===== config.mk =====
export PLATFORM = sky130hd
export DESIGN_NAME = i2c_xfer_sequencer
export DESIGN_NICKNAME = d
export VERILOG_FILES = /design/src/rtl/i2c_xfer_sequencer.sv
export SDC_FILE = /design/constraint.sdc
export NUM_CORES = 1
export LEC_CHECK = 0
export ABC_AREA = 1
export BUFFER_PORTS_ARGS = -buffer_cell sky130_fd_sc_hd__buf_2
export CAP_MARGIN = 10
export CORE_ASPECT_RATIO = 0.7
export CORE_MARGIN = 4
export CORE_UTILIZATION = 51
export DETAILED_ROUTE_END_ITERATION = 12
export PLACE_DENSITY = 0.76
export SLEW_MARGIN = 20
export SYNTH_ARGS = -nofsm -noshare
export SYNTH_HDL_FRONTEND = slang
export SYNTH_SLANG_ARGS = --single-unit
export TNS_END_PERCENT = 20

===== constraint.sdc =====
create_clock -name HCLK -period 1.87 [get_ports HCLK]
set_input_delay 0.2805 -clock HCLK [delete_from_list [all_inputs] [get_ports HCLK]]
set_output_delay 0.2805 -clock HCLK [all_outputs]
set_load 0.02 [all_outputs]

===== src/rtl/i2c_xfer_sequencer.sv =====
// rtl/i2c_xfer_sequencer.sv - APB master sequencing single-byte I2C register transactions
module i2c_xfer_sequencer #(
  parameter int          APB_ADDR_WIDTH = 12,
  parameter logic [15:0] PRESCALE       = 16'd99,
  parameter int          POLL_LIMIT     = 1024
) (
  input  logic                      HCLK,
  input  logic                      HRESETn,
  input  logic                      req_valid,
  output logic                      req_ready,
  input  logic                      req_rnw,
  input  logic [6:0]                req_dev,
  input  logic [7:0]                req_reg,
  input  logic [7:0]                req_wdata,
  output logic                      rsp_valid,
  input  logic                      rsp_ready,
  output logic [7:0]                rsp_rdata,
  output logic [1:0]                rsp_err,
  output logic [APB_ADDR_WIDTH-1:0] PADDR,
  output logic [31:0]               PWDATA,
  output logic                      PWRITE,
  output logic                      PSEL,
  output logic                      PENABLE,
  input  logic [31:0]               PRDATA,
  input  logic                      PREADY
);

  localparam int PCW = $clog2(POLL_LIMIT + 1);
  localparam logic [PCW-1:0] POLL_LAST = PCW'(POLL_LIMIT - 1);

  localparam logic [APB_ADDR_WIDTH-1:0] A_PRE    = APB_ADDR_WIDTH'(8'h00);
  localparam logic [APB_ADDR_WIDTH-1:0] A_CTRL   = APB_ADDR_WIDTH'(8'h04);
  localparam logic [APB_ADDR_WIDTH-1:0] A_TX     = APB_ADDR_WIDTH'(8'h08);
  localparam logic [APB_ADDR_WIDTH-1:0] A_RX     = APB_ADDR_WIDTH'(8'h0C);
  localparam logic [APB_ADDR_WIDTH-1:0] A_CMD    = APB_ADDR_WIDTH'(8'h10);
  localparam logic [APB_ADDR_WIDTH-1:0] A_STATUS = APB_ADDR_WIDTH'(8'h14);

  localparam logic [1:0] ERR_OK   = 2'b00;
  localparam logic [1:0] ERR_NACK = 2'b01;
  localparam logic [1:0] ERR_AL   = 2'b10;
  localparam logic [1:0] ERR_TO   = 2'b11;

  typedef enum logic [3:0] {
    INIT_PRE, INIT_CTRL, IDLE, WR_TX, WR_CMD, POLL, CLR_IF, STOP, RD_RX, RESP
  } state_t;

  state_t                      state_q, state_d;
  logic [1:0]                  step_q, step_d;
  logic [PCW-1:0]              poll_cnt_q, poll_cnt_d;
  logic                        rnw_q, rnw_d;
  logic [6:0]                  dev_q, dev_d;
  logic [7:0]                  reg_q, reg_d;
  logic [7:0]                  wdata_q, wdata_d;
  logic [1:0]                  err_q, err_d;
  logic [7:0]                  rdata_q, rdata_d;
  logic                        req_ready_q, req_ready_d;
  logic                        rsp_valid_q, rsp_valid_d;
  logic                        psel_q, psel_d;
  logic                        penable_q, penable_d;
  logic                        pwrite_q, pwrite_d;
  logic [APB_ADDR_WIDTH-1:0]   paddr_q, paddr_d;
  logic [15:0]                 pwdata_q, pwdata_d;

  logic [7:0] tx_byte;
  logic [7:0] cmd_byte;
  logic       last_step;
  logic       unused_prdata;

  assign unused_prdata = ^{PRDATA[31:8], PRDATA[6], PRDATA[4:1]};

  assign req_ready = req_ready_q;
  assign rsp_valid = rsp_valid_q;
  assign rsp_rdata = rdata_q;
  assign rsp_err   = err_q;
  assign PADDR     = paddr_q;
  assign PWDATA    = {16'h0000, pwdata_q};
  assign PWRITE    = pwrite_q;
  assign PSEL      = psel_q;
  assign PENABLE   = penable_q;

  // Per-step TX byte and command; step 3 exists only for reads (RD+NACK+STO, no TX)
  always_comb begin
    tx_byte  = 8'h00;
    cmd_byte = 8'h90;
    case (step_q)
      2'd0: begin
        tx_byte  = {dev_q, 1'b0};
        cmd_byte = 8'h90;
      end
      2'd1: begin
        tx_byte  = reg_q;
        cmd_byte = 8'h10;
      end
      2'd2: begin
        tx_byte  = rnw_q ? {dev_q, 1'b1} : wdata_q;
        cmd_byte = rnw_q ? 8'h90 : 8'h50;
      end
      default: begin
        tx_byte  = 8'h00;
        cmd_byte = 8'h68;
      end
    endcase
    last_step = rnw_q ? (step_q == 2'd3) : (step_q == 2'd2);
  end

  // Next-state: IDLE/RESP handshakes, else APB phases (gap -> setup -> access until PREADY)
  always_comb begin
    state_d     = state_q;
    step_d      = step_q;
    poll_cnt_d  = poll_cnt_q;
    rnw_d       = rnw_q;
    dev_d       = dev_q;
    reg_d       = reg_q;
    wdata_d     = wdata_q;
    err_d       = err_q;
    rdata_d     = rdata_q;
    req_ready_d = req_ready_q;
    rsp_valid_d = rsp_valid_q;
    psel_d      = psel_q;
    penable_d   = penable_q;
    pwrite_d    = pwrite_q;
    paddr_d     = paddr_q;
    pwdata_d    = pwdata_q;

    if (state_q == IDLE) begin
      if (req_valid && req_ready_q) begin
        rnw_d       = req_rnw;
        dev_d       = req_dev;
        reg_d       = req_reg;
        wdata_d     = req_wdata;
        step_d      = 2'd0;
        err_d       = ERR_OK;
        rdata_d     = 8'h00;
        req_ready_d = 1'b0;
        state_d     = WR_TX;
      end
    end else if (state_q == RESP) begin
      if (rsp_ready) begin
        rsp_valid_d = 1'b0;
        rdata_d     = 8'h00;
        err_d       = ERR_OK;
        req_ready_d = 1'b1;
        state_d     = IDLE;
      end
    end else if (!psel_q) begin
      // Idle bus cycle: launch the SETUP phase of this state's transfer
      psel_d    = 1'b1;
      penable_d = 1'b0;
      pwdata_d  = 16'h0000;
      case (state_q)
        INIT_PRE:  begin pwrite_d = 1'b1; paddr_d = A_PRE;    pwdata_d = PRESCALE;                   end
        INIT_CTRL: begin pwrite_d = 1'b1; paddr_d = A_CTRL;   pwdata_d = 16'h0080;                   end
        WR_TX:     begin pwrite_d = 1'b1; paddr_d = A_TX;     pwdata_d = {8'h00, tx_byte};           end
        WR_CMD:    begin pwrite_d = 1'b1; paddr_d = A_CMD;    pwdata_d = {8'h00, cmd_byte | 8'h01};  end
        POLL:      begin pwrite_d = 1'b0; paddr_d = A_STATUS;                                        end
        CLR_IF:    begin pwrite_d = 1'b1; paddr_d = A_CMD;    pwdata_d = 16'h0001;                   end
        STOP:      begin pwrite_d = 1'b1; paddr_d = A_CMD;    pwdata_d = 16'h0041;                   end
        RD_RX:     begin pwrite_d = 1'b0; paddr_d = A_RX;                                            end
        default:   psel_d = 1'b0;
      endcase
    end else if (!penable_q) begin
      penable_d = 1'b1;
    end else if (PREADY) begin
      // Transfer completes this cycle; PRDATA is valid here
      psel_d    = 1'b0;
      penable_d = 1'b0;
      case (state_q)
        INIT_PRE:  state_d = INIT_CTRL;
        INIT_CTRL: begin
          state_d     = IDLE;
          req_ready_d = 1'b1;
        end
        WR_TX:     state_d = WR_CMD;
        WR_CMD: begin
          state_d    = POLL;
          poll_cnt_d = '0;
        end
        POLL: begin
          if (PRDATA[0]) begin
            if (err_q == ERR_NACK) begin
              state_d = CLR_IF;
            end else if (PRDATA[5]) begin
              err_d   = ERR_AL;
              state_d = CLR_IF;
            end else if ((step_q != 2'd3) && PRDATA[7]) begin
              err_d   = ERR_NACK;
              state_d = STOP;
            end else begin
              state_d = CLR_IF;
            end
          end else if (poll_cnt_q == POLL_LAST) begin
            err_d   = ERR_TO;
            state_d = STOP;
          end else begin
            poll_cnt_d = poll_cnt_q + PCW'(1);
          end
        end
        CLR_IF: begin
          if (err_q != ERR_OK) begin
            state_d     = RESP;
            rsp_valid_d = 1'b1;
          end else if (last_step) begin
            if (rnw_q) begin
              state_d = RD_RX;
            end else begin
              state_d     = RESP;
              rsp_valid_d = 1'b1;
            end
          end else begin
            step_d  = step_q + 2'd1;
            state_d = (rnw_q && (step_q == 2'd2)) ? WR_CMD : WR_TX;
          end
        end
        STOP: begin
          if (err_q == ERR_TO) begin
            state_d     = RESP;
            rsp_valid_d = 1'b1;
          end else begin
            state_d    = POLL;
            poll_cnt_d = '0;
          end
        end
        RD_RX: begin
          rdata_d     = PRDATA[7:0];
          state_d     = RESP;
          rsp_valid_d = 1'b1;
        end
        default: state_d = state_q;
      endcase
    end
  end

  // State and registered outputs; reset abandons any transfer and restarts init
  always_ff @(posedge HCLK or negedge HRESETn) begin
    if (!HRESETn) begin
      state_q     <= INIT_PRE;
      step_q      <= 2'd0;
      poll_cnt_q  <= '0;
      rnw_q       <= 1'b0;
      dev_q       <= 7'h00;
      reg_q       <= 8'h00;
      wdata_q     <= 8'h00;
      err_q       <= ERR_OK;
      rdata_q     <= 8'h00;
      req_ready_q <= 1'b0;
      rsp_valid_q <= 1'b0;
      psel_q      <= 1'b0;
      penable_q   <= 1'b0;
      pwrite_q    <= 1'b0;
      paddr_q     <= '0;
      pwdata_q    <= 16'h0000;
    end else begin
      state_q     <= state_d;
      step_q      <= step_d;
      poll_cnt_q  <= poll_cnt_d;
      rnw_q       <= rnw_d;
      dev_q       <= dev_d;
      reg_q       <= reg_d;
      wdata_q     <= wdata_d;
      err_q       <= err_d;
      rdata_q     <= rdata_d;
      req_ready_q <= req_ready_d;
      rsp_valid_q <= rsp_valid_d;
      psel_q      <= psel_d;
      penable_q   <= penable_d;
      pwrite_q    <= pwrite_d;
      paddr_q     <= paddr_d;
      pwdata_q    <= pwdata_d;
    end
  end

endmodule


# Yosys cells after proc, flatten, opt, wreduce, memory -nomap -nowiden
# Index checks and enable logic that the tools add are counted.
[word_totals] reg_bits=84 out_inout_bits=59 elab_cells=175
[op_classes] n_addsub=2 eq_ne=31 n_mux=82 bitwise_logic=3 n_reduce_logical=41
[ops] cell="8-bit 2-to-1 mux" n=10
[ops] cell="12-bit one-hot mux with 6 select lines" n=1
[ops] cell="4-bit 2-to-1 mux" n=12
[ops] cell="8-bit one-hot mux with 3 select lines" n=2
[ops] cell="8-bit one-hot mux with 6 select lines" n=1
[ops] cell="2-bit 2-to-1 mux" n=21
[ops] cell="11-bit 2-to-1 mux" n=3
[ops] cell="11-bit one-hot mux with 3 select lines" n=1
[ops] cell="4-bit one-hot mux with 8 select lines" n=1
[ops] cell="1-bit 2-to-1 mux" n=27
[ops] cell="9-bit AND reduction" n=3
[ops] cell="3-bit nonzero test" n=7
[ops] cell="2-bit nonzero test" n=9
[ops] cell="4-bit by 3-bit == test with 1-bit output (second input constant)" n=4
[ops] cell="2-bit != test (second input constant)" n=7
[ops] cell="4-bit != test (second input constant)" n=3
[ops] cell="6-bit AND reduction" n=2
[ops] cell="11-bit by 1-bit adder with 11-bit output (second input constant)" n=1
[ops] cell="11-bit by 10-bit == test with 1-bit output (second input constant)" n=1
[ops] cell="10-bit nonzero test" n=1
[ops] cell="4-bit by 2-bit == test with 1-bit output (second input constant)" n=2
[ops] cell="4-bit == test (second input constant)" n=2
[ops] cell="4-bit AND reduction" n=2
[ops] cell="8-bit AND reduction" n=1
[ops] cell="24 further kinds" n=35

# Depth between registers and ports, before layout
[logic_depth] depth_word=12 depth_mapped=10

# Least setup slack after synthesis
# No wires, ideal clock.
[synth_timing] path_kind="reg-to-reg" start="register poll_cnt_q[0]" end="register poll_cnt_q[0]" t_arrival_ns=1.421 t_required_ns=1.744 slack_ns=0.323 path_stages_with_launch=10 path_buffers=1 period_less_slack_ns=1.547 path_cell_list="dfrtp_1 -> ha_1 -> nand3_1 -> nor2_1 -> nand4_1 -> nand2_1 -> nand2_1 -> nand2_1 -> buf_2 -> o21ai_0"
[synth_between] elab_chain_cells=4 word_cells_on_any_way=7 classes_between="1 x add/sub; 2 x eq/ne; 3 x mux; 1 x reduce/logical"
[synth_lines] item="start, declared" line="49" text="logic [PCW-1:0] poll_cnt_q, poll_cnt_d;"
[synth_lines] item="start signal, assigned" line="255" text="poll_cnt_q <= poll_cnt_d;"
[synth_lines] item="11-bit by 1-bit adder with 11-bit output" line="195" text="poll_cnt_d = poll_cnt_q + PCW'(1);"
[synth_lines] item="11-bit 2-to-1 mux" line="191" text="end else if (poll_cnt_q == POLL_LAST) begin"
[synth_lines] item="11-bit 2-to-1 mux" line="179" text="if (PRDATA[0]) begin"
[synth_lines] item="11-bit one-hot mux with 3 select lines" line="167" text="case (state_q)"
# Several ways; a longest one is shown, not always the timed one. The select of a mux whose other input is x is not followed.
# A chain may end at the register's enable or synchronous reset.

# Worst setup path in the final report
[layout_timing] start="register state_q[3]" end="register poll_cnt_q[7]"
[layout_between] elab_chain_cells=3 word_cells_on_any_way=13 classes_between="8 x eq/ne; 1 x mux; 2 x bitwise; 2 x reduce/logical"
[layout_lines] item="start, declared" line="47" text="state_t state_q, state_d;"
[layout_lines] item="start signal, assigned" line="253" text="state_q <= state_d;"
[layout_lines] item="4-bit by 3-bit == test with 1-bit output (tied with other cells)" line="167"
[layout_lines] item="2-bit != test (no source line) (tied with other cells)"
[layout_lines] item="9-bit AND reduction (no source line)"
# Several ways; a longest one is shown, not always the timed one.

==> results.json <==
{
  "grt_max_degree": 68,
  "p_total_w": 0.00295,
  "route.detailed.wl_per_inst_um": 13.2,
  "grt_usage_pct": 19.4,
  "period_share_pct": 92.8,
  "cp-start-kind": "register",
  "hold_path_depth": 2,
  "r2r_end": "poll_cnt_q[7]$_DFFE_PN0P_",
  "grt_pass1_vias": 3039,
  "clkPwrFrac_pct": 44.7,
  "clock_skew_ns": 0.0102,
  "hpwl_mm": 6.65,
  "p_sw_w": 0.000700,
  "synthFlopType": "dfrtp_1",
  "synth-seq-area-share_pct": 42.8,
  "core_um2": 7380,
  "critPathArrivalTime_ns": 1.95,
  "die_area_um2": 9160,
  "ctsHtreeMaxLevel": 3,
  "grt_pass1_wl_mm": 14.2,
  "setup_tns_ns": 0,
  "setup_viol": 0,
  "die_h_um": 81.3,
  "vias": 3269,
  "cp_max_fo": 11,
  "first_iter_violations": 207,
  "rsz0062_at_grt": "true",
  "hold_path.class": "in2reg",
  "cts_num_sinks": 67,
  "firstDrtPassIters": 5,
  "fin_crit_ns": 1.74,
  "cap_violations": 0,
  "r2r-start": "state_q[3]$_DFFE_PN0P_",
  "die_w_um": 113,
  "drive_gt1_share_pct": 24.3,
  "outcome": "finished, final reports clean",
  "areaGrowthSynthToFinish_pct": 15.7,
  "routed_wirelength_mm": 8.71,
  "avgSynthCellArea_um2": 8.15,
  "mostFrequentLayoutCells": "114 x nand2_1, 66 x dfrtp_1, 62 x buf_2, 50 x inv_1, 42 x nor2_1",
  "synthDistinctLibCells": 34,
  "io_buffers": 62,
  "cts.path.max_buffers": 2,
  "fmax_mhz": 576,
  "slew_violations": 0,
  "hp-start": "req_dev[0]",
  "grt_overflow": 0,
  "reg2reg_depth": 8,
  "min_to": "dev_q[0]$_DFFE_PN0P_",
  "p_leak_nw": 2.44,
  "worstSetupPathType": "reg2reg",
  "insertion_delay_ns": 0.34,
  "netlist_instances": 480,
  "io_pins": 120,
  "switching_share_pct": 23.7,
  "worst-r2r-setup-slack_ns": 0.13,
  "fillerInstances": 672,
  "antenna_found_initial": 0,
  "rows": 26,
  "vdd_drop_max_uv": 333,
  "p_int_w": 0.00225,
  "synthArstFlopShare_pct": 100,
  "p_comb_share_pct": 5.9,
  "seq_power_share_pct": 49.4,
  "clkTransAtPathRegs_ns": 0.07,
  "cts_root_buf": "clkbuf_8",
  "synth-seq-cells": 67,
  "worst-endpoint-required_ns": 2.08,
  "syn_area_um2": 3910,
  "place_congestion": 0.942,
  "ys_warn_count": 0,
  "antenna_cells": 0,
  "hold_viol_final": 0,
  "drtAntennaViolNets": 0,
  "final_common_cell": "nand2_1",
  "initial_core_util_pct": 53.0,
  "viasPerCell": 4.94,
  "nNetsFinal": 626,
  "drc": 0,
  "powerDensity_nw_per_um2": 652,
  "cts_tree": "built",
  "cts_buffers": 9,
  "synth_edf_count": 0,
  "critPathCaptureType": "register"
}
## layout make-up
cell class	count	area, um^2	share of cell area, %
Clock inverter	6	90.1	1.99
Clock buffer	10	128	2.82
Inverter	56	213	4.70
Multi-Input combinational cell	347	1830	40.3
Timing Repair Buffer	78	470	10.4
Sequential cell	67	1680	37.1
Tap cell	98	123	2.71
## worst max-delay path by stage
stage / cells past startpoint / slack, ns / start / end
3_5_place_dp: 8 / 0.05 / state_q[1]$_DFFE_PN0P_ / rsp_rdata[4]$_DFFE_PN0P_
6_report: 8 / 0.13 / state_q[3]$_DFFE_PN0P_ / poll_cnt_q[7]$_DFFE_PN0P_
3_3_place_gp: 8 / 0.12 / state_q[1]$_DFFE_PN0P_ / rsp_rdata[2]$_DFFE_PN0P_
5_1_grt: 10 / -0.02 / poll_cnt_q[1]$_DFFE_PN0P_ / poll_cnt_q[7]$_DFFE_PN0P_
4_1_cts: 8 / 0.04 / state_q[1]$_DFFE_PN0P_ / rsp_rdata[4]$_DFFE_PN0P_
2_1_floorplan: 9 / 0.32 / poll_cnt_q[0]$_DFFE_PN0P_ / poll_cnt_q[0]$_DFFE_PN0P_
## per-stage QoR
step | util (%) | hold slack (ns) | setup WS (ns) | cells | area [um^2]
global route | 61.3 | 0.141 | -0.0170 | 662 | 4530
finish | 61.3 | 0.165 | 0.135 | 662 | 4530
CTS | 60.8 | 0.153 | 0.0413 | 660 | 4490
detailed placement | 57.7 | 0.329 | 0.0470 | 643 | 4260
floorplan | - | -0.0151 | 0.323 | 512 | 4030
global placement | 57.7 | 0.324 | 0.116 | 643 | 4260
## timing repair
action | 4_1_cts | 5_1_grt
endpoints found under the hold margin | 67 | 0
gates resized for setup | 0 | 5
buffers inserted | 0 | 2
hold buffers | 1 | 0
endpoints found under the setup margin | 0 | 25
## power by group through the flow
stage	Combinational [W]	Sequential [W]	Clock, W
after floorplan	0.000133	0.00149	0
after global placement	0.000170	0.00149	0
after detailed placement	0.000172	0.00149	0
after CTS	0.000174	0.00146	0.00136
after global routing	0.000194	0.00146	0.00142
final	0.000173	0.00146	0.00132
## kinds of logic (layout without fill, tap and decap cells)
kind of cell             count (synthesis)  after routing  share of synthesized area (%)
AO/OA/AOI/OAI                           68             68                           10.0
XOR/XNOR                                 3              3                          0.671
adder cells (fa/ha/maj)                  6              6                           1.92
buffers and inverters                   98            150                           13.8
flip-flops                              67             67                           42.8
multiplexers                            12             12                           4.60
other                                    1             33                         0.0958
AND/OR/NAND/NOR                        225            225                           26.1
## worst max-delay path, cell delays in order, from the launching register on
cell and delay [ns]:
dfrtp_1 0.42, inv_2 0.11, nand2_1 0.21, nor2_2 0.21, buf_4 0.21, nand2_1 0.07
nand2_1 0.12, buf_4 0.18, o21ai_0 0.09
## synth_stat cells, types with 4 or more instances
library cell	number	area [um^2]
inv_2	4	15.0
nor2_1	45	169
mux2_4	12	180
o21ai_0	35	175
buf_6	5	56.3
o21ai_2	4	35.0
nand3_1	37	185
nand2_1	114	428
dfrtp_1	67	1680
a21oi_1	17	85.1
ha_1	6	75.1
o211ai_1	5	37.5
inv_1	51	191
nor3_1	5	25.0
buf_4	34	255
## registers in the layout (all words and copies together), names as in the netlist, 2 cells and up
name        cells
rsp_err         2
rsp_rdata       8
poll_cnt_q     11
dev_q           7
pwdata_q        8
PADDR           3
wdata_q         8
state_q         4
reg_q           8
step_q          2
## per-layer routing
layer | part of all wire, % | routed length [um] | vias to the layer above | GRT usage (%)
met5 | 0 | 0 | - | 0
met4 | 0.78 | 68 | 0 | 4.68
met3 | 7.0 | 609 | 9 | 4.69
met2 | 44 | 3870 | 122 | 30.3
met1 | 48 | 4170 | 1499 | 27.3
li1 | - | - | 1639 | -
No activity file was read; power rests on OpenSTA's default activity.
